===== src/rtl/if_stage_pkg.sv =====
// Shared widths, exception codes and bus layouts for the IF stage and its neighbours.
// Also holds the discard-count update used when a flush hits with responses still outstanding.
package if_stage_pkg;

  localparam int         PFS_TO_FS_BUS_WD = 65;
  localparam int         FS_TO_DS_BUS_WD  = 70;
  localparam logic [4:0] EXCODE_ADEL      = 5'h04;
  localparam logic [1:0] DISCARD_MAX      = 2'd2;

  typedef struct packed {
    logic        inst_ok;
    logic [31:0] inst;
    logic [31:0] pc;
  } pfs_to_fs_bus_t;

  typedef struct packed {
    logic        ex;
    logic [4:0]  excode;
    logic [31:0] inst;
    logic [31:0] pc;
  } fs_to_ds_bus_t;

  // Responses still owed to the flushed IF/pre-IF fetches must be dropped when they return.
  function automatic logic [1:0] flush_discard(input logic [1:0] cnt,
                                               input logic       fs_wait,
                                               input logic       pfs_wait,
                                               input logic       data_ok);
    logic [2:0] sum;
    sum = {1'b0, cnt} + {2'b00, fs_wait} + {2'b00, pfs_wait};
    if (data_ok && (sum != 3'd0)) begin
      sum = sum - 3'd1;
    end
    if (sum > {1'b0, DISCARD_MAX}) begin
      sum = {1'b0, DISCARD_MAX};
    end
    return sum[1:0];
  endfunction

endpackage


===== src/rtl/if_stage.sv =====
// Instruction-fetch stage: holds one fetched PC, waits for its instruction if pre-IF could not
// supply it, and hands it to decode; drops stale responses left behind by a writeback flush.
module if_stage
  import if_stage_pkg::*;
(
  input  logic                        clk,
  input  logic                        reset,
  input  logic                        pfs_to_fs_valid,
  input  logic [PFS_TO_FS_BUS_WD-1:0] pfs_to_fs_bus,
  output logic                        fs_allowin,
  output logic                        fs_valid,
  output logic                        fs_inst_unable,
  input  logic                        pfs_inst_waiting,
  input  logic                        inst_sram_data_ok,
  input  logic [31:0]                 inst_sram_rdata,
  input  logic                        ds_allowin,
  output logic                        fs_to_ds_valid,
  output logic [FS_TO_DS_BUS_WD-1:0]  fs_to_ds_bus,
  input  logic                        ws_ex,
  input  logic                        ws_eret
);

  logic        fs_valid_q, fs_valid_d;
  logic        fs_inst_buf_valid_q, fs_inst_buf_valid_d;
  logic [31:0] fs_inst_buf_q, fs_inst_buf_d;
  logic [31:0] fs_pc_q, fs_pc_d;
  logic [1:0]  discard_cnt_q, discard_cnt_d;

  pfs_to_fs_bus_t pfs_bus;
  fs_to_ds_bus_t  ds_bus;
  logic           fs_ready_go;
  logic           fs_wait;
  logic           fs_take;
  logic           fs_accept;
  logic           flush;
  logic           fs_ex;

  assign pfs_bus        = pfs_to_fs_bus_t'(pfs_to_fs_bus);
  assign flush          = ws_ex || ws_eret;
  assign fs_ready_go    = fs_inst_buf_valid_q;
  assign fs_allowin     = !fs_valid_q || (fs_ready_go && ds_allowin);
  assign fs_accept      = pfs_to_fs_valid && fs_allowin;
  assign fs_wait        = fs_valid_q && !fs_inst_buf_valid_q;
  assign fs_take        = inst_sram_data_ok && fs_wait && (discard_cnt_q == 2'd0);
  assign fs_inst_unable = (discard_cnt_q == 2'd0) && !fs_wait;
  assign fs_valid       = fs_valid_q;
  assign fs_to_ds_valid = fs_valid_q && fs_ready_go && !flush;

  // A misaligned PC still waits for its response so the outstanding-request count stays in step.
  assign fs_ex          = (fs_pc_q[1:0] != 2'b00);
  assign ds_bus.ex      = fs_ex;
  assign ds_bus.excode  = fs_ex ? EXCODE_ADEL : 5'h00;
  assign ds_bus.inst    = fs_ex ? 32'h0 : fs_inst_buf_q;
  assign ds_bus.pc      = fs_pc_q;
  assign fs_to_ds_bus   = ds_bus;

  always_comb begin
    fs_valid_d          = fs_valid_q;
    fs_inst_buf_valid_d = fs_inst_buf_valid_q;
    fs_inst_buf_d       = fs_inst_buf_q;
    fs_pc_d             = fs_pc_q;
    discard_cnt_d       = discard_cnt_q;

    if (flush) begin
      fs_valid_d          = 1'b0;
      fs_inst_buf_valid_d = 1'b0;
      discard_cnt_d       = flush_discard(discard_cnt_q, fs_wait, pfs_inst_waiting,
                                          inst_sram_data_ok);
    end else begin
      if (inst_sram_data_ok && (discard_cnt_q != 2'd0)) begin
        discard_cnt_d = discard_cnt_q - 2'd1;
      end
      // fs_take implies fs_allowin is low, so it never coincides with an accept.
      if (fs_accept) begin
        fs_valid_d          = 1'b1;
        fs_pc_d             = pfs_bus.pc;
        fs_inst_buf_valid_d = pfs_bus.inst_ok;
        if (pfs_bus.inst_ok) begin
          fs_inst_buf_d = pfs_bus.inst;
        end
      end else if (fs_take) begin
        fs_inst_buf_valid_d = 1'b1;
        fs_inst_buf_d       = inst_sram_rdata;
      end else if (fs_ready_go && ds_allowin) begin
        fs_valid_d = 1'b0;
      end
    end
  end

  always_ff @(posedge clk) begin
    if (reset) begin
      fs_valid_q          <= 1'b0;
      fs_inst_buf_valid_q <= 1'b0;
      fs_inst_buf_q       <= 32'h0;
      fs_pc_q             <= 32'h0;
      discard_cnt_q       <= 2'd0;
    end else begin
      fs_valid_q          <= fs_valid_d;
      fs_inst_buf_valid_q <= fs_inst_buf_valid_d;
      fs_inst_buf_q       <= fs_inst_buf_d;
      fs_pc_q             <= fs_pc_d;
      discard_cnt_q       <= discard_cnt_d;
    end
  end

endmodule


===== config.mk =====
export PLATFORM = sky130hd
export DESIGN_NAME = if_stage
export DESIGN_NICKNAME = d
export VERILOG_FILES = /design/src/rtl/if_stage_pkg.sv /design/src/rtl/if_stage.sv
export SDC_FILE = /design/constraint.sdc
export NUM_CORES = 1
export LEC_CHECK = 0
export BUFFER_PORTS_ARGS = -buffer_cell sky130_fd_sc_hd__buf_4
export CAP_MARGIN = 20
export CORE_ASPECT_RATIO = 1.2
export CORE_MARGIN = 4
export CORE_UTILIZATION = 31
export CTS_CLUSTER_DIAMETER = 30
export CTS_CLUSTER_SIZE = 30
export DETAILED_ROUTE_END_ITERATION = 10
export GPL_TIMING_DRIVEN = 0
export PLACE_DENSITY_LB_ADDON = 0.05
export SLEW_MARGIN = 20
export SYNTH_ARGS = -nofsm -noshare
export SYNTH_HDL_FRONTEND = slang
export SYNTH_SLANG_ARGS = --single-unit

===== constraint.sdc =====
create_clock -name clk -period 2.05 [get_ports clk]
set_input_delay 0.205 -clock clk [delete_from_list [all_inputs] [get_ports clk]]
set_output_delay 0.205 -clock clk [all_outputs]
set_load 0.01 [all_outputs]

==> impl_metrics.ini, run 1 <==
[cells_and_area]
final_util = 0.498
drive_gt1_frac = 0.527
final_common_cell = buf_4
area_delta_synth_final_pct = 57.0
fin_nets = 673
mostFrequentLayoutCells = buf_4 (187), nand2_1 (68), dfxtp_1 (65)
n_antenna_cell = 0

[yosys]
yosysWarningCount = 0
synth-xor-area-share = 0.00526
synth_ff_type = dfxtp_1
synthCells = 370
synth_fa_ha_area_frac = 0.0248
yosysSeqAreaShare = 0.409
syn_area_per_cell_um2 = 9.01
syn-cell-area_um2 = 3330
synth-simple-area-share = 0.145
synth_compound_area_frac = 0.308
synth_edf_count = 0
async_reset_ff_frac = 0
synth_top_family_by_area = compound AO/OA/AOI/OAI gates
synth.area.mux_share = 0
synth_cell_types = 36
ys_ff_latch = 68

[timing]
finalCriticalPeriod_ns = 2.02
rsz0062_at_grt = yes
worstMarginPinSlew_ns = 0.700
finalMaxSlewViolations = 0
finalSetupViolCount = 0
slew_headroom = 0.534
max_freq_mhz = 495
whs_ns = 0.124
final-hold-violation-count = 0
period_share = 0.986
skew_ns = 0.00285

[place]
dp_hpwl_um = 7470
place.gp.congestion = 0.723
io_buffers = 173

[worst_setup_path]
arrival_ns = 2.27
r2r_cells = 11
crit_top_cell = ha_4
path_buf_inv = 2
cp_slowest_cell = dfxtp_4
endpoint_kind = flop
ff2ff_setup_slack_ns = 0.03
critical_path.cell_chain = nand2b_4, fa_2, inv_2, ha_4, inv_2, ha_4, ha_4, nand4b_1, o31ai_4, nand3_2, a21oi_2
rr_startpoint = fs_inst_buf_valid_q
crit_family = adder cells
timing_worst_setup_path_type = flop to flop
max_stage_delay_ns = 0.34
cp_max_fo = 2
critPathLaunchType = flop
required_ns = 2.30
reg2reg_to = discard_cnt_q[0]
path_depth = 11

[floorplan]
pin_count = 179
core-area_um2 = 10500
die_area_um2 = 12500
start_util = 0.317
row_count = 41
die_h_um = 122
die_w_um = 103

[detailed_routing]
drc = 0
viasPerCell = 4.52
drtIter0Drc = 68
wl_um = 9720
wire_per_inst_um = 14.0
detail_route.first_pass.iterations = 4
drt.antenna.violating_nets = 0
vias = 3148

[power_and_ir_drop]
vdd_ir_drop_max_mv = 0.468
leakagePower_nw = 2.25
cellPowerDensity_nw_per_um2 = 740
total_power_mw = 3.87

[flow_run]
cap_viol_max_count = 0

[cts]
clk_pin_slew_worst_paths_ns = 0.06
clock_tree.root_cell = clkbuf_16
clkSinkCount = 68
cts_tree = built
clock_path_buffers = 2
ctsHoldBuffers = 0
clkLatencyLatePin_ns = 0.32
cts_max_level = 3
cts_buffers = 9

[grt]
track_usage = 0.153
overflow = 0
grt_pass1_vias = 3139
antenna_found_initial = 0
grt_pass1_wl_um = 14900
grt_max_degree = 13

[hold_path]
hold-path-endpoint = fs_pc_q[27]
hp-class = input port to flop
min_path_cells = 3
min_from = pfs_to_fs_bus[27]

[outcome]
status = completed
where the power goes:
part           switching [mW]  internal (mW)  leakage [nW]
Combinational           0.418          0.486          1.55
Sequential             0.0384           1.39         0.556
Clock                   0.565          0.971         0.144
Total                    1.02           2.85          2.25
cell usage after synthesis (2+ instances only):
cell,instances,area [um2]
o22ai_2,30,375
xnor2_1,2,17.5
buf_1,4,15.0
buf_2,6,30.0
buf_4,9,67.6
nand2_1,68,255
a211oi_1,3,22.5
a21oi_1,33,165
nor2_1,35,131
ha_1,5,62.6
dfxtp_1,68,1360
o22ai_1,3,18.8
a211oi_2,30,375
inv_1,39,146
nand3_1,2,10.0
clkbuf_1,7,26.3
inv_2,2,7.51
buf_6,6,67.6
per-layer routing:
metal | track usage | part of all wire
met3 | 0.0624 | 0.097
met2 | 0.264 | 0.49
met5 | 0 | 0
met1 | 0.170 | 0.40
met4 | 0.0468 | 0.010
flip-flops by register name, indices dropped and copies added, names as in the netlist:
| signal | count |
|---|---|
| fs_inst_buf_q | 32 |
| discard_cnt_q | 2 |
| fs_valid | 1 |
| fs_pc_q | 32 |
| fs_inst_buf_valid_q | 1 |
worst max path at each step:
stage / end / start / slack (ns)
floorplan: discard_cnt_q[0] / fs_inst_buf_valid_q / 0.02
global placement: discard_cnt_q[0] / fs_inst_buf_valid_q / -0.16
detailed placement: discard_cnt_q[0] / fs_inst_buf_valid_q / -0.25
CTS: discard_cnt_q[0] / fs_inst_buf_valid_q / -0.07
global route: discard_cnt_q[0] / fs_inst_buf_valid_q / -0.09
finish: discard_cnt_q[0] / fs_inst_buf_valid_q / 0.03
through the flow:
stage,cell area (um2),worst slack (ns),cells,TNS (ns)
final,5230,0.0297,696,0
after global routing,5230,-0.0879,696,-0.0969
after CTS,5200,-0.0697,695,-0.0697
after detailed placement,4800,-0.250,675,-0.430
after global placement,4800,-0.156,675,-0.240
after floorplan,3340,0.0160,373,0
logic make-up (layout without fill, tap and decap cells):
kind of cell,Yosys count,in the layout
AOI/OAI and AO/OA,105,105
other,1,4
adders and majority gates,6,6
and+or+nand+nor,115,115
buffers and inverters,73,267
xor gates and xnor gates,2,2
DFF,68,68
tightest hold or removal path: cells and delay by family:
family | cells | cell delay [ns]
buffers and inverters | 1 | 0.11
AND/OR/NAND/NOR | 1 | 0.04
AO/OA/AOI/OAI | 1 | 0.05
final cells by class:
cell class,instances,area (um2)
Buffer,32,206
Clock buffer,10,239
Timing Repair Buffer,178,1340
Clock inverter,6,63.8
Sequential cell,68,1370
Fill cell,1056,5280
Inverter,41,154
Multi-Input combinational cell,232,1700
Tap cell,129,161
what timing repair did:
action	4_1_cts	5_1_grt
pin swaps	5	7
setup buffers	4	2
gates resized for setup	15	5
setup endpoints to repair	2	2
Power figures use the tool's default switching activity.
==> run 2: changes to the inputs <==
--- a/config.mk
+++ b/config.mk
@@ -14,6 +14,7 @@
 export CTS_CLUSTER_SIZE = 30
 export DETAILED_ROUTE_END_ITERATION = 10
 export GPL_TIMING_DRIVEN = 0
+export MAX_ROUTING_LAYER = met4
 export PLACE_DENSITY_LB_ADDON = 0.05
 export SLEW_MARGIN = 20
 export SYNTH_ARGS = -nofsm -noshare
==> run 2 against run 1 <==
Compared with the run above: cell area stayed put; combinational power hardly changed; clock power hardly changed; critical endpoint unchanged; largest cell class unchanged.
==> impl_metrics.ini, run 2 (same netlist as run 1, synthesis figures left out) <==
[worst_setup_path]
reg2reg_to = discard_cnt_q[0]
required_ns = 2.30
r2r_cells = 11
rr_startpoint = fs_inst_buf_valid_q
cp_max_fo = 2
ff2ff_setup_slack_ns = 0.03
endpoint_kind = flop
critPathLaunchType = flop
arrival_ns = 2.27
crit_path_start = fs_inst_buf_valid_q
timing_worst_setup_path_type = flop to flop

[floorplan]
die_h_um = 122
core-area_um2 = 10500
die_w_um = 103
start_util = 0.317
row_count = 41
pin_count = 179
die_area_um2 = 12500

[outcome]
status = completed

[power_and_ir_drop]
internal_power_mw = 2.85
seqPwrFrac = 0.370
cellPowerDensity_nw_per_um2 = 739
total_power_mw = 3.87
switching_share = 0.263
vdd_ir_drop_max_mv = 0.467
combPwrFrac = 0.233
p_clk_frac = 0.397
switchingPower_mw = 1.02
leakagePower_nw = 2.25

[cells_and_area]
largest_registers = fs_inst_buf_q x32, fs_pc_q x32, discard_cnt_q x2
final_common_cell = buf_4
area_delta_synth_final_pct = 57.0
mostFrequentLayoutCells = buf_4 (187), nand2_1 (68), dfxtp_1 (65)
layout.cells.non_filler = 696
n_antenna_cell = 0
drive_gt1_frac = 0.527
fin_nets = 673
design_area_um2 = 5230
nFillCells = 1056

[timing]
slew_headroom = 0.525
setup_slack_ns = 0.0297
finalSetupTns_ns = 0
finalCriticalPeriod_ns = 2.02
skew_ns = 0.00338
rsz0062_at_grt = yes
period_share = 0.986
final-hold-violation-count = 0
finalMaxSlewViolations = 0
finalSetupViolCount = 0
worstMarginPinSlew_ns = 0.713
max_freq_mhz = 495

[cts]
clock_tree.root_cell = clkbuf_16
clkLatencyLatePin_ns = 0.32
cts_tree = built
clk_pin_slew_worst_paths_ns = 0.06
clkSinkCount = 68
cts_buffers = 9
clock_path_buffers = 2
cts_max_level = 3

[place]
postPlaceCellArea_um2 = 4800
dp_hpwl_um = 7470
place.gp.congestion = 0.731
pre_cts_ws_ns = -0.250
io_buffers = 173
dp.cells = 675

[grt]
antenna_found_initial = 0
grt_pass1_vias = 3151
grt_pass1_wl_um = 14800
track_usage = 0.157
overflow = 0
grt_max_degree = 13

[hold_path]
min_from = pfs_to_fs_bus[18]
min_path_cells = 3
hp-class = input port to flop
hold-path-endpoint = fs_pc_q[18]

[detailed_routing]
detail_route.first_pass.iterations = 4
drtIter0Drc = 70
drc = 0
vias = 3150
wire_per_inst_um = 14.0
viasPerCell = 4.53
drt.antenna.violating_nets = 0
wl_um = 9710

[flow_run]
cap_viol_max_count = 0
-- run 2: metrics by stage --
| step | util | hold slack, ns |
|---|---|---|
| 6_report | 0.498 | 0.124 |
| 5_1_grt | 0.498 | 0.113 |
| 4_1_cts | 0.495 | 0.114 |
| 3_5_place_dp | 0.457 | 0.449 |
| 3_3_place_gp | 0.457 | 0.444 |
| 2_1_floorplan | - | 0.341 |
-- run 2: worst max path at each step --
| stage | cells past startpoint | slack (ns) | to |
|---|---|---|---|
| finish | 11 | 0.03 | discard_cnt_q[0] |
| global route | 11 | -0.09 | discard_cnt_q[0] |
| CTS | 11 | -0.07 | discard_cnt_q[0] |
| detailed placement | 11 | -0.25 | discard_cnt_q[0] |
| global placement | 11 | -0.16 | discard_cnt_q[0] |
| floorplan | 11 | 0.02 | discard_cnt_q[0] |
-- run 2: per-layer routing --
metal,global-route usage,share of wire
met1,0.176,0.41
met2,0.265,0.50
met3,0.0533,0.086
met4,0.0468,0.010
met5,-,0
-- run 2: cell type report --
cell class                 instances  area [um2]  share of cell area
inverter                          41         154              0.0294
clock inverter                     6        63.8              0.0122
timing repair buffer             178        1340               0.255
clock buffer                      10         239              0.0457
sequential                        68        1370               0.261
buffer                            32         206              0.0395
multi-input combinational        232        1700               0.326
tap                              129         161              0.0308
-- run 2: worst max-delay path, stage by stage, from the launching register on --
cell	delay, ns
dfxtp_4	0.34
nand2b_4	0.14
fa_2	0.33
inv_2	0.08
ha_4	0.14
inv_2	0.04
ha_4	0.15
ha_4	0.16
nand4b_1	0.22
o31ai_4	0.11
nand3_2	0.12
a21oi_2	0.12
-- run 2: power by group through the flow --
stage | combinational, mW | sequential, mW | clock [mW]
2_1_floorplan | 0.396 | 1.46 | 0
3_3_place_gp | 0.740 | 1.45 | 0
5_1_grt | 1.00 | 1.44 | 1.64
4_1_cts | 0.858 | 1.43 | 1.58
3_5_place_dp | 0.763 | 1.45 | 0
6_report | 0.903 | 1.43 | 1.53
-- run 2: what timing repair did --
item	CTS	global route
gates resized for setup	15	5
buffers inserted	4	2
setup endpoints to repair	2	2
pin swaps	5	7
hold buffers	0	0
